File: config.mk
export PLATFORM = sky130hd
export DESIGN_NAME = oam_dma_controller_flat
export DESIGN_NICKNAME = d
export VERILOG_FILES = /design/src/rtl/oam_dma_controller_pkg.sv /design/src/rtl/oam_dma_controller_if.sv /design/src/rtl/oam_dma_controller.sv /design/src/flat_wrapper.sv
export SDC_FILE = /design/constraint.sdc
export NUM_CORES = 1
export LEC_CHECK = 0
export BUFFER_PORTS_ARGS = -buffer_cell sky130_fd_sc_hd__buf_2
export CAP_MARGIN = 20
export CORE_AREA = 4 4 59 61
export DETAILED_ROUTE_END_ITERATION = 16
export DIE_AREA = 0 0 63 65
export PLACE_DENSITY = 0.9
export SLEW_MARGIN = 10
export SYNTH_ARGS = -nofsm -noshare
export SYNTH_HDL_FRONTEND = slang
export SYNTH_SLANG_ARGS = --single-unit
File: constraint.sdc
create_clock -name iClock -period 2.5 [get_ports iClock]
set_input_delay 0.125 -clock iClock [delete_from_list [all_inputs] [get_ports iClock]]
set_output_delay 0.125 -clock iClock [all_outputs]
set_load 0.005 [all_outputs]
File: src/rtl/oam_dma_controller_pkg.sv
// Shared constants, FSM state type and source-page helper for the OAM DMA block.
package oam_dma_controller_pkg;

  localparam int          DMA_LENGTH   = 160;
  localparam logic [15:0] DMA_REG_ADDR = 16'hFF46;
  localparam logic [7:0]  LAST_INDEX   = 8'(DMA_LENGTH - 1);

  typedef enum logic [1:0] {
    DMA_IDLE  = 2'd0,
    DMA_START = 2'd1,
    DMA_READ  = 2'd2,
    DMA_WRITE = 2'd3
  } dma_state_t;

  // Echo RAM pages E0..FF alias work RAM, so the source page folds down by clearing bit 5.
  function automatic logic [7:0] echoToWram(input logic [7:0] page);
    return (page >= 8'hE0) ? (page & 8'hDF) : page;
  endfunction

endpackage

File: src/rtl/oam_dma_controller_if.sv
// Bus bundle between the OAM DMA sequencer and its surroundings (CPU, mmu read path, OAM).
interface oam_dma_controller_if;

  logic        iCpuWe;
  logic [15:0] iCpuAddr;
  logic [7:0]  iCpuData;
  logic [7:0]  iMemData;
  logic        oDmaActive;
  logic        oDmaReadRequest;
  logic [15:0] oDmaAddr;
  logic        oOamWe;
  logic [7:0]  oOamAddr;
  logic [7:0]  oOamData;
  logic [7:0]  oDmaReg;

  modport master (
    input  iCpuWe, iCpuAddr, iCpuData, iMemData,
    output oDmaActive, oDmaReadRequest, oDmaAddr, oOamWe, oOamAddr, oOamData, oDmaReg
  );

  modport slave (
    output iCpuWe, iCpuAddr, iCpuData, iMemData,
    input  oDmaActive, oDmaReadRequest, oDmaAddr, oOamWe, oOamAddr, oOamData, oDmaReg
  );

endinterface

File: src/rtl/oam_dma_controller.sv
// OAM DMA sequencer: a write to FF46 copies one 160-byte page into OAM, one read and
// one write cycle per byte, after a single bus-handover bubble.
module oam_dma_controller
  import oam_dma_controller_pkg::*;
(
  input logic                  iClock,
  input logic                  iReset,
  oam_dma_controller_if.master bus
);

  dma_state_t rState;
  dma_state_t wNextState;
  logic [7:0] rIndex;
  logic [7:0] rSrcHigh;
  logic [7:0] rDmaReg;
  logic       wTrigger;
  logic       wActive;
  logic       wReadRequest;
  logic       wOamWe;
  logic [7:0] wOamAddr;
  logic [7:0] wOamData;

  assign wTrigger = bus.iCpuWe && (bus.iCpuAddr == DMA_REG_ADDR);

  // State, byte index, source page and FF46 readback; a trigger always restarts from the bubble.
  always_ff @(posedge iClock) begin
    if (iReset) begin
      rState   <= DMA_IDLE;
      rIndex   <= 8'd0;
      rSrcHigh <= 8'd0;
      rDmaReg  <= 8'hFF;
    end else begin
      rState <= wNextState;
      if (wTrigger) begin
        rDmaReg  <= bus.iCpuData;
        rSrcHigh <= echoToWram(bus.iCpuData);
      end
      if (rState == DMA_START) begin
        rIndex <= 8'd0;
      end else if ((rState == DMA_WRITE) && !wTrigger && (rIndex != LAST_INDEX)) begin
        rIndex <= rIndex + 8'd1;
      end
    end
  end

  // Next-state selection and per-state strobe decode.
  always_comb begin
    wNextState   = rState;
    wActive      = 1'b0;
    wReadRequest = 1'b0;
    wOamWe       = 1'b0;
    wOamAddr     = 8'd0;
    wOamData     = 8'd0;
    unique case (rState)
      DMA_IDLE: begin
        wNextState = DMA_IDLE;
      end
      DMA_START: begin
        wActive    = 1'b1;
        wNextState = DMA_READ;
      end
      DMA_READ: begin
        wActive      = 1'b1;
        wReadRequest = 1'b1;
        wNextState   = DMA_WRITE;
      end
      DMA_WRITE: begin
        wActive    = 1'b1;
        wOamWe     = 1'b1;
        wOamAddr   = rIndex;
        wOamData   = bus.iMemData;
        wNextState = (rIndex == LAST_INDEX) ? DMA_IDLE : DMA_READ;
      end
    endcase
    if (wTrigger) begin
      wNextState = DMA_START;
    end
  end

  assign bus.oDmaActive      = wActive;
  assign bus.oDmaReadRequest = wReadRequest;
  assign bus.oDmaAddr        = {rSrcHigh, rIndex};
  assign bus.oOamWe          = wOamWe;
  assign bus.oOamAddr        = wOamAddr;
  assign bus.oOamData        = wOamData;
  assign bus.oDmaReg         = rDmaReg;

endmodule
File: src/flat_wrapper.sv
// flat-port wrapper written by rule: the top's interface ports become plain ports
module oam_dma_controller_flat import oam_dma_controller_pkg::*;
  (iClock, iReset, bus_iCpuWe, bus_iCpuAddr, bus_iCpuData, bus_iMemData, bus_oDmaActive, bus_oDmaReadRequest, bus_oDmaAddr, bus_oOamWe, bus_oOamAddr, bus_oOamData, bus_oDmaReg);
  oam_dma_controller_if bus_i ();
  input logic iClock;
  input logic iReset;
  input wire logic [$bits(bus_i.iCpuWe)-1:0] bus_iCpuWe;
  input wire logic [$bits(bus_i.iCpuAddr)-1:0] bus_iCpuAddr;
  input wire logic [$bits(bus_i.iCpuData)-1:0] bus_iCpuData;
  input wire logic [$bits(bus_i.iMemData)-1:0] bus_iMemData;
  output wire logic [$bits(bus_i.oDmaActive)-1:0] bus_oDmaActive;
  output wire logic [$bits(bus_i.oDmaReadRequest)-1:0] bus_oDmaReadRequest;
  output wire logic [$bits(bus_i.oDmaAddr)-1:0] bus_oDmaAddr;
  output wire logic [$bits(bus_i.oOamWe)-1:0] bus_oOamWe;
  output wire logic [$bits(bus_i.oOamAddr)-1:0] bus_oOamAddr;
  output wire logic [$bits(bus_i.oOamData)-1:0] bus_oOamData;
  output wire logic [$bits(bus_i.oDmaReg)-1:0] bus_oDmaReg;
  assign bus_i.iCpuWe = bus_iCpuWe;
  assign bus_i.iCpuAddr = bus_iCpuAddr;
  assign bus_i.iCpuData = bus_iCpuData;
  assign bus_i.iMemData = bus_iMemData;
  assign bus_oDmaActive = bus_i.oDmaActive;
  assign bus_oDmaReadRequest = bus_i.oDmaReadRequest;
  assign bus_oDmaAddr = bus_i.oDmaAddr;
  assign bus_oOamWe = bus_i.oOamWe;
  assign bus_oOamAddr = bus_i.oOamAddr;
  assign bus_oOamData = bus_i.oOamData;
  assign bus_oDmaReg = bus_i.oDmaReg;
  oam_dma_controller u_core (.iClock(iClock), .iReset(iReset), .bus(bus_i));
endmodule
## Word-level counts from Yosys, hierarchy flattened

Index checks and enable logic that the tools add are counted.

- Add/sub/neg operators: 1
- $lt $le $gt $ge: 1
- Equality and inequality tests: 6
- Multiplexer cells: 9
- Reduce and logical (&&, ||, !) cells: 8

Operators by type and width:

| kind | count |
|---|---|
| $eq 16x16->1 const B | 1 |
| $mux 8 | 2 |
| $add 8x1->8 const B | 1 |
| $eq 8x8->1 const B | 1 |
| $ge 8x8->1 const B | 1 |
| $ne 8x8->1 const B | 1 |
| $pmux 2 s4 | 1 |
| $mux 6 | 1 |
| $eq 2x2->1 const B | 2 |
| $mux 1 | 4 |
| $reduce_or 2->1 | 2 |
| $logic_and 1x1->1 | 3 |
| $reduce_or 3->1 | 1 |
| $eq 2x1->1 const B | 1 |
| $logic_not 2->1 | 1 |
| $mux 2 | 1 |
| $logic_not 1->1 | 1 |

- Register bits: 26
- Input bits: 35
- Output and inout bits: 43
- Logic and storage cells: 30

## Longest topological paths before layout

- Depth after elaboration: 5
- Depth in mapped cells: 6

## Worst setup path after synthesis

Ideal clock, no wire load.

- Path kind: register to register
- From: reg u_core.rIndex[0]
- To: reg u_core.rIndex[3]
- Arrival time: 1.456 ns
- Data required time: 2.430 ns
- Setup slack: 0.974 ns
- Stages on the path, launching flop included: 7
- Cells stage by stage: dfxtp_1 -> ha_1 -> and3_4 -> a21oi_2 -> o21ai_2 -> or3_1 -> a21oi_1

- Word-level cells in the longest chain between the ends: 2
- Elaborated cells between the ends (all ways): 3
- Classes of those cells: add/sub (1); eq/ne (1); reduce/logical (1)

RTL lines:

| what | RTL line | source |
|---|---|---|
| start, declared | oam_dma_controller.sv:13 | `logic [7:0] rIndex;` |
| start signal, assigned | oam_dma_controller.sv:41 | `rIndex <= rIndex + 8'd1;` |
| parallel branches: the longest is 2 deep, another holds $add 8x1->8 | - |  |

Several ways; the timed one is not identified.
A chain may end at the register's enable or synchronous reset.

## Worst setup path after layout

- From: reg u_core.rState[1]
- To: reg u_core.rIndex[3]

- Word-level cells in the longest chain between the ends: 3
- Elaborated cells between the ends (all ways): 5
- Classes of those cells: eq/ne (2); reduce/logical (3)

RTL lines:

| what | RTL line | source |
|---|---|---|
| start, declared | oam_dma_controller.sv:11 | `dma_state_t rState;` |
| start signal, assigned | oam_dma_controller.sv:33 | `rState <= wNextState;` |
| $eq 2x2->1 | oam_dma_controller.sv:40 | `end else if ((rState == DMA_WRITE) && !wTrigger && (rIndex != LAST_INDEX)) begin` |
| $logic_and 1x1->1 (2 in a row) | oam_dma_controller.sv:40 |  |

Several ways; a longest one is shown, not always the timed one.

==> metrics <==
Synth Instances=149; IO Pins=78; Vias/cell=5.06; Worst Skew=0.0109 ns; Clk Latency, worst-skew pair=0.31 ns; unrepaired setup endpoints after global routing=no; setup TNS=0 ns; hold_ws=0.0155 ns; Synth Cell Area=1310 µm²; crit path max fanout=19; first-pass GRT wire length=5.38 mm; core footprint=2980 µm²; Worst slew margin=62.8%; r2r startpoint=u_core.rState[1]; Routed Antenna Nets=0; outcome=finished clean; Post-Layout Cell Count=259; Die Wd=63 µm; initial antenna violation count=0; Leak=0.898 nW; largest net degree at the start of global routing=21; Pwr per Cell Area=379 nW/µm²; count of cell types in the netlist=42; Hold/Removal Path Class=in2reg; Fin. Hold Viols=0; Area Growth Syn to Fin=34.5%; Hold Crit Start=bus_iCpuData[4]; CTS buffer count=3; r2r worst-path depth=5; commonest non-fill, non-tap cell in the layout=buf_2; # resized after CTS=0; CTS H-tree lvls=1; Placed Cells=252; Worst Hold End=u_core.bus.oDmaReg[4]; Std-Cell Rows=20; Final min period=1.67 ns; crit path from=u_core.rState[1]; gr ovfl total=0; WL per Instance=12.3 µm; final wirelength=3.19 mm; DR pass1 iterations=4; max-slew violations=0; most frequent cells in the layout=buf_2 (77), dfxtp_1 (26), nand2_1 (24); clk slew on worst S/H paths=0.14 ns; drc violations=0; Die Span Y=65 µm; total power=666 µW; worst hold stages=3; Die Footprint=4100 µm²; Avg Cell Area, Syn=8.76 µm²; Max-cap violations=0; Iteration-0 DRC Markers=16; YS warnings=0; Worst Path Required=2.76 ns; Vias=1311; PortBufs=77; Synth top area share=39.9%; crit path capture type=flip-flop; kind of start point of the critical path=flip-flop; register bit count reported by yosys=26; Worst VDD drop=0.000233 V; CTS root buffer=clkbuf_4; worst reg2reg setup slack=0.83 ns; WP data arrival=1.93 ns; area leader, netlist=dfxtp_1; layout cells sized above 1=47.8%; Worst Max-Slew Pin Slew=0.557 ns; Net Count, Synth=185; sequential share of the synthesized area=39.9%; vias in the first global route=1277; reg-to-reg endpoint=u_core.rIndex[3]; GP Congestion=0.811; Final setup viols=0; clock sink count=26; HPWL after DPL=2.46 mm; TritonCTS clock tree=yes; Setup Crit Path Kind=reg2reg; nets@finish=263; Max Freq=0.598 GHz; initial core utilization=43.8%; Total GRT Usage=16.1%; dominant cells by area after synthesis=dfxtp_1 (40%), nand2_1 (6.9%), and3_1 (6.7%); ANT cells=0; fin crit share=66.9%; CTS max path bufs=2
-- how the worst max path moves through the flow --
| stage | endpoint | slack [ns] |
|---|---|---|
| 2_1_floorplan | u_core.rIndex[3] | 0.97 |
| 3_3_place_gp | u_core.rIndex[3] | 0.88 |
| 3_5_place_dp | u_core.rIndex[3] | 0.84 |
| 4_1_cts | u_core.rIndex[3] | 0.81 |
| 5_1_grt | u_core.rIndex[3] | 0.65 |
| 6_report | u_core.rIndex[3] | 0.83 |
-- stage by stage --
step	area, µm²	setup slack (ns)	util [%]
CTS	1760	0.807	58.9
detailed placement	1690	0.840	56.7
global route	1760	0.652	58.9
global placement	1690	0.879	56.7
floorplan	1310	0.974	-
finish	1760	0.828	58.9
-- layer usage --
metal / global-route usage [%] / routed length [µm]
met1: 18.0 / 1320
met2: 30.4 / 1590
met3: 2.60 / 260
met4: 5.79 / 14
met5: 0 / 0
-- layout make-up --
type / count / area, µm²
fillers: 271 / 1220
multi-input cells: 110 / 716
flip-flops and latches: 26 / 520
repair buffers: 81 / 423
well taps: 33 / 41.3
clock buffers: 4 / 36.3
inverters: 5 / 18.8
-- cell families (layout without fill, tap and decap cells) --
| family | count (synthesis) | after routing | share of synthesized area (%) |
|---|---|---|---|
| xor gates and xnor gates | 4 | 4 | 2.69 |
| adders and majority gates | 1 | 1 | 0.959 |
| buffers and inverters | 13 | 90 | 5.27 |
| DFF | 26 | 26 | 39.9 |
| AOI/OAI and AO/OA | 32 | 32 | 16.9 |
| and+or+nand+nor | 73 | 73 | 34.3 |
-- state kept, by name, indices dropped and copies added, names as in the netlist --
| register | cells |
|---|---|
| u_core.rState | 2 |
| u_core.rIndex | 8 |
| u_core.rSrcHigh | 8 |
| u_core.bus.oDmaReg | 8 |
-- timing repair --
action	CTS	global route
hold buffers	3	0
setup buffers	0	0
endpoints found under the hold margin	3	0
-- cell usage after synthesis (all sizes together) --
library cell,number
a2111oi,2
a211oi,1
a21o,1
a21oi,20
a41o,1
and2,2
and2b,1
and3,17
and4,1
and4bb,2
buf,5
clkbuf,3
dfxtp,26
ha,1
inv,5
nand2,28
nand3,5
nand3b,1
nand4,2
nand4b,1
nor2,8
nor3,2
nor4bb,1
o21ai,6
o21ba,1
or3,2
xnor2,1
xor2,3
-- worst max-delay path, cell delays in order, from the launching register on --
cell	delay, ns
dfxtp_1	0.65
nand2_2	0.18
a21oi_2	0.17
o21ai_2	0.11
or3_1	0.36
a21oi_1	0.13
-- where the power goes --
group | total, mW | internal [mW] | leakage [nW] | switching, mW
Clock | 0.206 | 0.0889 | 0.0210 | 0.117
Sequential | 0.414 | 0.414 | 0.210 | 0.00000645
Combinational | 0.0455 | 0.0265 | 0.667 | 0.0190
Total | 0.666 | 0.530 | 0.898 | 0.136
No activity file was read; power rests on OpenSTA's default activity.
